[src/rtl/counter_seq_pkg.sv]
// Package: counter_seq_pkg
// Shared types and sizing for counter_sequencer and its command FIFO.
//   COUNTER_SIZE : width of the counter preload value
//   DEPTH        : command FIFO entries (power of 2, >= 2)
//   LEN_W        : width of the per-command run length
//   ctrl_t       : CounterModule control codes
//   seq_state_t  : sequencer FSM states
//   cmd_t        : one queued command {op, load, value, len}
package counter_seq_pkg;

  localparam int unsigned COUNTER_SIZE = 2;
  localparam int unsigned DEPTH        = 4;
  localparam int unsigned LEN_W        = 8;

  typedef enum logic [1:0] {
    CTRL_HOLD  = 2'b00,
    CTRL_UP    = 2'b01,
    CTRL_DOWN  = 2'b10,
    CTRL_MODE3 = 2'b11
  } ctrl_t;

  typedef enum logic [1:0] {
    StIdle,
    StLoad,
    StRun
  } seq_state_t;

  typedef struct packed {
    ctrl_t                   op;
    logic                    load;
    logic [COUNTER_SIZE-1:0] value;
    logic [LEN_W-1:0]        len;
  } cmd_t;

  // A zero length still runs for one cycle.
  function automatic logic [LEN_W-1:0] run_len(input logic [LEN_W-1:0] len);
    return (len == '0) ? LEN_W'(1) : len;
  endfunction

endpackage

[src/rtl/counter_sequencer_cmd_fifo.sv]
// Module: cmd_fifo
// Synchronous FIFO of cmd_t commands with full/empty flags and a flush.
// Ports:
//   clk, rst    : clock, asynchronous active-high reset
//   flush       : synchronous clear of all entries (wins over push/pop)
//   push, push_data : write request; ignored while full (no bypass)
//   pop, pop_data   : read request; pop_data is the current head (valid when !empty)
//   full, empty : occupancy flags
module cmd_fifo
  import counter_seq_pkg::*;
#(
  parameter int unsigned Depth = DEPTH
) (
  input  logic clk,
  input  logic rst,
  input  logic flush,
  input  logic push,
  input  cmd_t push_data,
  input  logic pop,
  output cmd_t pop_data,
  output logic full,
  output logic empty
);

  localparam int unsigned PtrW = $clog2(Depth);
  localparam int unsigned CntW = PtrW + 1;

  cmd_t            mem_q [Depth];
  logic [PtrW-1:0] wr_q, rd_q;
  logic [CntW-1:0] count_q;
  logic            push_ok, pop_ok;

  assign full     = (count_q == CntW'(Depth));
  assign empty    = (count_q == '0);
  assign push_ok  = push && !full;
  assign pop_ok   = pop && !empty;
  assign pop_data = mem_q[rd_q];

  always_ff @(posedge clk or posedge rst) begin
    if (rst) begin
      wr_q    <= '0;
      rd_q    <= '0;
      count_q <= '0;
    end else if (flush) begin
      wr_q    <= '0;
      rd_q    <= '0;
      count_q <= '0;
    end else begin
      if (push_ok) wr_q <= wr_q + PtrW'(1);
      if (pop_ok)  rd_q <= rd_q + PtrW'(1);
      if (push_ok && !pop_ok)      count_q <= count_q + CntW'(1);
      else if (pop_ok && !push_ok) count_q <= count_q - CntW'(1);
    end
  end

  // Storage needs no reset: entries are only read once counted.
  always_ff @(posedge clk) begin
    if (push_ok && !flush) mem_q[wr_q] <= push_data;
  end

endmodule

[src/rtl/counter_sequencer.sv]
// Module: counter_sequencer
// Pulls commands from a small FIFO and drives CounterModule control/init/initialValue
// with cycle-exact sequences: optional 1-cycle LOAD, then RUN for max(len,1) cycles.
// Back-to-back commands run with no gap; done pulses once per completed command.
// Ports:
//   clk, rst        : clock, asynchronous active-high reset
//   cmd_valid/ready : command handshake; ready = !fifo_full && !abort
//   cmd_op, cmd_load, cmd_value, cmd_len : command fields
//   abort           : synchronous flush of queue and current command
//   pause           : freezes the current command (only with SEQ_PAUSE_EN)
//   control, init, initial_value : registered counter drive
//   busy            : FSM not idle
//   done            : 1-cycle pulse per completed command
// Build option: define SEQ_PAUSE_EN to enable pause; otherwise pause is ignored.
module counter_sequencer
  import counter_seq_pkg::*;
(
  input  logic                    clk,
  input  logic                    rst,
  input  logic                    cmd_valid,
  output logic                    cmd_ready,
  input  logic [1:0]              cmd_op,
  input  logic                    cmd_load,
  input  logic [COUNTER_SIZE-1:0] cmd_value,
  input  logic [LEN_W-1:0]        cmd_len,
  input  logic                    abort,
  input  logic                    pause,
  output logic [1:0]              control,
  output logic                    init,
  output logic [COUNTER_SIZE-1:0] initial_value,
  output logic                    busy,
  output logic                    done
);

  cmd_t push_cmd, head_cmd;
  logic fifo_full, fifo_empty, fifo_push, fifo_pop;

  seq_state_t              state_q, state_d;
  logic [LEN_W-1:0]        cnt_q, cnt_d;
  ctrl_t                   op_q, op_d;
  logic [COUNTER_SIZE-1:0] val_q, val_d;
  ctrl_t                   control_q, control_d;
  logic                    init_q, init_d;
  logic [COUNTER_SIZE-1:0] ival_q, ival_d;
  logic                    busy_q, busy_d;
  logic                    done_q, done_d;
  logic                    paused_q, paused_d;
  logic                    pause_eff;
  logic                    start, active;

  assign cmd_ready = !fifo_full && !abort;
  assign fifo_push = cmd_valid && cmd_ready;
  assign push_cmd  = '{op: ctrl_t'(cmd_op), load: cmd_load, value: cmd_value, len: cmd_len};

  cmd_fifo #(
    .Depth(DEPTH)
  ) u_fifo (
    .clk      (clk),
    .rst      (rst),
    .flush    (abort),
    .push     (fifo_push),
    .push_data(push_cmd),
    .pop      (fifo_pop),
    .pop_data (head_cmd),
    .full     (fifo_full),
    .empty    (fifo_empty)
  );

`ifdef SEQ_PAUSE_EN
  // paused_q marks a frozen cycle: outputs idle, length counter held, state kept.
  assign pause_eff = pause;

  always_ff @(posedge clk or posedge rst) begin
    if (rst) paused_q <= 1'b0;
    else     paused_q <= paused_d;
  end
`else
  logic unused_pause;
  assign pause_eff    = 1'b0;
  assign paused_q     = 1'b0;
  assign unused_pause = pause ^ paused_d;
`endif

  always_comb begin
    state_d  = state_q;
    cnt_d    = cnt_q;
    op_d     = op_q;
    val_d    = val_q;
    paused_d = 1'b0;
    done_d   = 1'b0;
    fifo_pop = 1'b0;
    start    = 1'b0;

    unique case (state_q)
      StIdle: begin
        if (!fifo_empty) start = 1'b1;
      end
      StLoad: begin
        paused_d = pause_eff;
        if (!paused_q) state_d = StRun;
      end
      StRun: begin
        if (paused_q) begin
          paused_d = pause_eff;
        end else if (cnt_q <= LEN_W'(1)) begin
          done_d = 1'b1;
          // Chain straight into the next command with no idle cycle.
          if (!fifo_empty) start = 1'b1;
          else             state_d = StIdle;
        end else begin
          cnt_d    = cnt_q - LEN_W'(1);
          paused_d = pause_eff;
        end
      end
      default: state_d = StIdle;
    endcase

    if (start) begin
      fifo_pop = 1'b1;
      state_d  = head_cmd.load ? StLoad : StRun;
      op_d     = head_cmd.op;
      val_d    = head_cmd.value;
      cnt_d    = run_len(head_cmd.len);
      paused_d = pause_eff;
    end

    if (abort) begin
      state_d  = StIdle;
      fifo_pop = 1'b0;
      done_d   = 1'b0;
      paused_d = 1'b0;
    end

    // Outputs are registered images of the next state.
    active    = (state_d != StIdle) && !paused_d;
    control_d = active ? op_d : CTRL_HOLD;
    init_d    = active && (state_d == StLoad);
    ival_d    = init_d ? val_d : ival_q;
    busy_d    = (state_d != StIdle);
  end

  always_ff @(posedge clk or posedge rst) begin
    if (rst) begin
      state_q   <= StIdle;
      cnt_q     <= '0;
      op_q      <= CTRL_HOLD;
      val_q     <= '0;
      control_q <= CTRL_HOLD;
      init_q    <= 1'b0;
      ival_q    <= '0;
      busy_q    <= 1'b0;
      done_q    <= 1'b0;
    end else begin
      state_q   <= state_d;
      cnt_q     <= cnt_d;
      op_q      <= op_d;
      val_q     <= val_d;
      control_q <= control_d;
      init_q    <= init_d;
      ival_q    <= ival_d;
      busy_q    <= busy_d;
      done_q    <= done_d;
    end
  end

  assign control       = control_q;
  assign init          = init_q;
  assign initial_value = ival_q;
  assign busy          = busy_q;
  assign done          = done_q;

endmodule

[config.mk]
export PLATFORM = sky130hd
export DESIGN_NAME = counter_sequencer
export DESIGN_NICKNAME = d
export VERILOG_FILES = /design/src/rtl/counter_seq_pkg.sv /design/src/rtl/counter_sequencer_cmd_fifo.sv /design/src/rtl/counter_sequencer.sv
export SDC_FILE = /design/constraint.sdc
export NUM_CORES = 1
export LEC_CHECK = 0
export CELL_PAD_IN_SITES_DETAIL_PLACEMENT = 1
export CELL_PAD_IN_SITES_GLOBAL_PLACEMENT = 1
export CORE_MARGIN = 2
export CORE_UTILIZATION = 40
export CTS_CLUSTER_DIAMETER = 30
export DETAILED_ROUTE_END_ITERATION = 10
export PLACE_DENSITY = 0.75
export SYNTH_ARGS = -nofsm -noshare
export SYNTH_HDL_FRONTEND = slang
export SYNTH_SLANG_ARGS = --single-unit
[constraint.sdc]
create_clock -name clk -period 2.9 [get_ports clk]
set_clock_uncertainty 0.2 [all_clocks]
set_input_delay 0.58 -clock clk [delete_from_list [all_inputs] [get_ports clk]]
set_output_delay 0.58 -clock clk [all_outputs]
set_load 0.05 [all_outputs]
==> impl_metrics.toml <==
[placement]
dpl-instance-area_um2 = 3760
place.port_buffers = 24
pre_cts_ws_ns = 0.316
post-dp-hpwl_mm = 4.41
dp.cells = 352
gp_congestion = 0.780

[clocking]
clock_latency_ns = 0.33
holdBufCountCts = 0
clkTransAtPathRegs_ns = 0.08
clockBufferDepth = 2
h-tree-depth = 3
cts.sink_count = 78
post_cts_buffers = 0
cts_root_buffer = "clkbuf_8"
cts_resized = 0
cts_tree = "built"
cts_inserted_buffers = 9

[timing]
holdWs_ns = 0.308
setup_viol = 0
max_slew.worst_pin.slew_ns = 0.553
slew_viol_final = 0
fmaxAchievable_ghz = 0.385
rsz0062_at_grt = "no"
period_needed_ns = 2.60
period_share = 0.896
setup_ws_ns = 0.302
hold_viol_final = 0
maxSlewHeadroom = 0.630
finalSetupTns_ns = 0

[worst_setup_path]
worstPathRequired_ns = 2.95
rr_worst_depth = 10
startpoint_type = "flop"
crit_arrival_ns = 2.65
end_kind = "flop"
criticalPathCategory = "reg -> reg"
reg2reg_slack_ns = 0.30
path_max_fanout = 7

[route]
wl_per_cell_um = 17.4
routed-wl-met3_um = 146
vias = 1922
highest_layer = "met4"
wirelength_mm = 6.40
wl_met2_mm = 3.13
dr.pass1.iters = 4
antenna_left = 0
m1WireLength_mm = 3.03
drc_errors = 0
drtIter0Drc = 96
via_per_inst = 5.22

[synthesis]
ys_types = 44
syn_nets = 244
synthArstFlopShare = 0.333
ys.flop_type = "edfxtp_1"
synth-seq-area-share = 0.666
synth-seq-cells = 78
synth_edf_count = 52
synth.avg_cell_area_um2 = 15.2
synthCells = 219
syn_area_um2 = 3320
yosysWarnings = 0

[grt]
antenna_found_initial = 0
gr-total-overflow = 0
grt_max_degree = 27
grt_pass1_vias = 2032
grt.total_usage = 0.161
grt_pass1_wl_mm = 10.7

[hold_path]
holdPathStages = 1
min_path_type = "reg -> reg"

[pwr]
irDropWorstVdd_mv = 0.285
leakage_nw = 1.45
cellPowerDensity_nw_per_um2 = 939
finalPower_mw = 3.71

[floorplanning]
die_area_um2 = 9040
die_y_um = 95.1
initial_utilization = 0.408
io_pins = 26
rows = 33
core_area_um2 = 8130
fp.dieW_um = 95.1

[cells_and_area]
final_cell_mix = "edfxtp_1, dfrtp_1, clkdlybuf4s50_1"
diodes = 0
drive_gt1_frac = 0.198
syn_to_final_growth_pct = 19.1
fin_nets = 283
final_util = 0.486
multi_input_area_um2 = 1010
fin_area_um2 = 3950
regArea_um2 = 2210
final_common_cell = "edfxtp_1"
fillers = 809
fin_cells = 368

[job]
maxCapViolations = 0

[status]
status = "finished clean"
cell usage after synthesis, types with 6 or more instances:
master / instances / area [µm²]
a211oi_1: 6 / 45.0
a21oi_1: 7 / 35.0
and2_1: 6 / 37.5
dfrtp_1: 26 / 651
edfxtp_1: 52 / 1560
ha_1: 6 / 75.1
inv_1: 13 / 48.8
mux4_2: 13 / 293
nand2_1: 6 / 22.5
nor2_1: 13 / 48.8
nor3_1: 8 / 40.0
o21ai_0: 6 / 30.0
metal layers:
metal  vias to the layer above  GRT usage
met2                        30      0.252
met3                         9     0.0340
li1                        904          -
met4                         0     0.0616
met5                         -          0
met1                       979      0.222
path summary, 6_finish.rpt:
kind / to / startpoint
max: u_fifo.count_q[2] / cnt_q[0]
min: op_q[0] / op_q[0]
max reg2reg: u_fifo.count_q[2] / cnt_q[0]
min reg2reg: op_q[0] / op_q[0]
max in group asynchronous: cnt_q[3] / rst
min in group asynchronous: u_fifo.count_q[1] / rst
kinds of logic after synthesis:
group	after synthesis	synth area share
compound gates	36	0.0739
flops	78	0.666
simple gates	52	0.0826
mux	20	0.111
xor+xnor	3	0.00792
buf+inv	23	0.0298
fa+ha+maj	7	0.0286
power breakdown:
group          total (mW)  internal (mW)  switching (mW)  leakage [nW]
registers            1.54           1.39           0.156         0.801
logic                1.37          0.605           0.762         0.544
clock network       0.802          0.418           0.384         0.106
total                3.71           2.41            1.30          1.45
worst max-delay path, cell delays in order, from the launching register on:
cell	delay, ns
dfrtp_1	0.44
inv_1	0.07
ha_1	0.23
or2_2	0.32
a31o_2	0.26
and2_0	0.18
nor2_1	0.14
fa_1	0.25
nand4_1	0.09
nor3b_1	0.15
o31ai_1	0.18
state kept, by name (all words and copies together), names as in the netlist:
| signal | count |
|---|---|
| u_fifo.mem_q | 52 |
| cnt_q | 8 |
| u_fifo.count_q | 3 |
| control | 2 |
| initial_value | 2 |
| op_q | 2 |
| state_q | 2 |
| u_fifo.rd_q | 2 |
| u_fifo.wr_q | 2 |
| busy | 1 |
| done | 1 |
| init | 1 |
final cells by class:
class                      instances  share of cell area
inverter                          13              0.0123
clock inverter                     6              0.0149
multi-input combinational        118               0.255
sequential                        78               0.560
tap                              105              0.0332
timing repair buffer              38              0.0899
clock buffer                      10              0.0348
(Power assumes the default switching activity.)
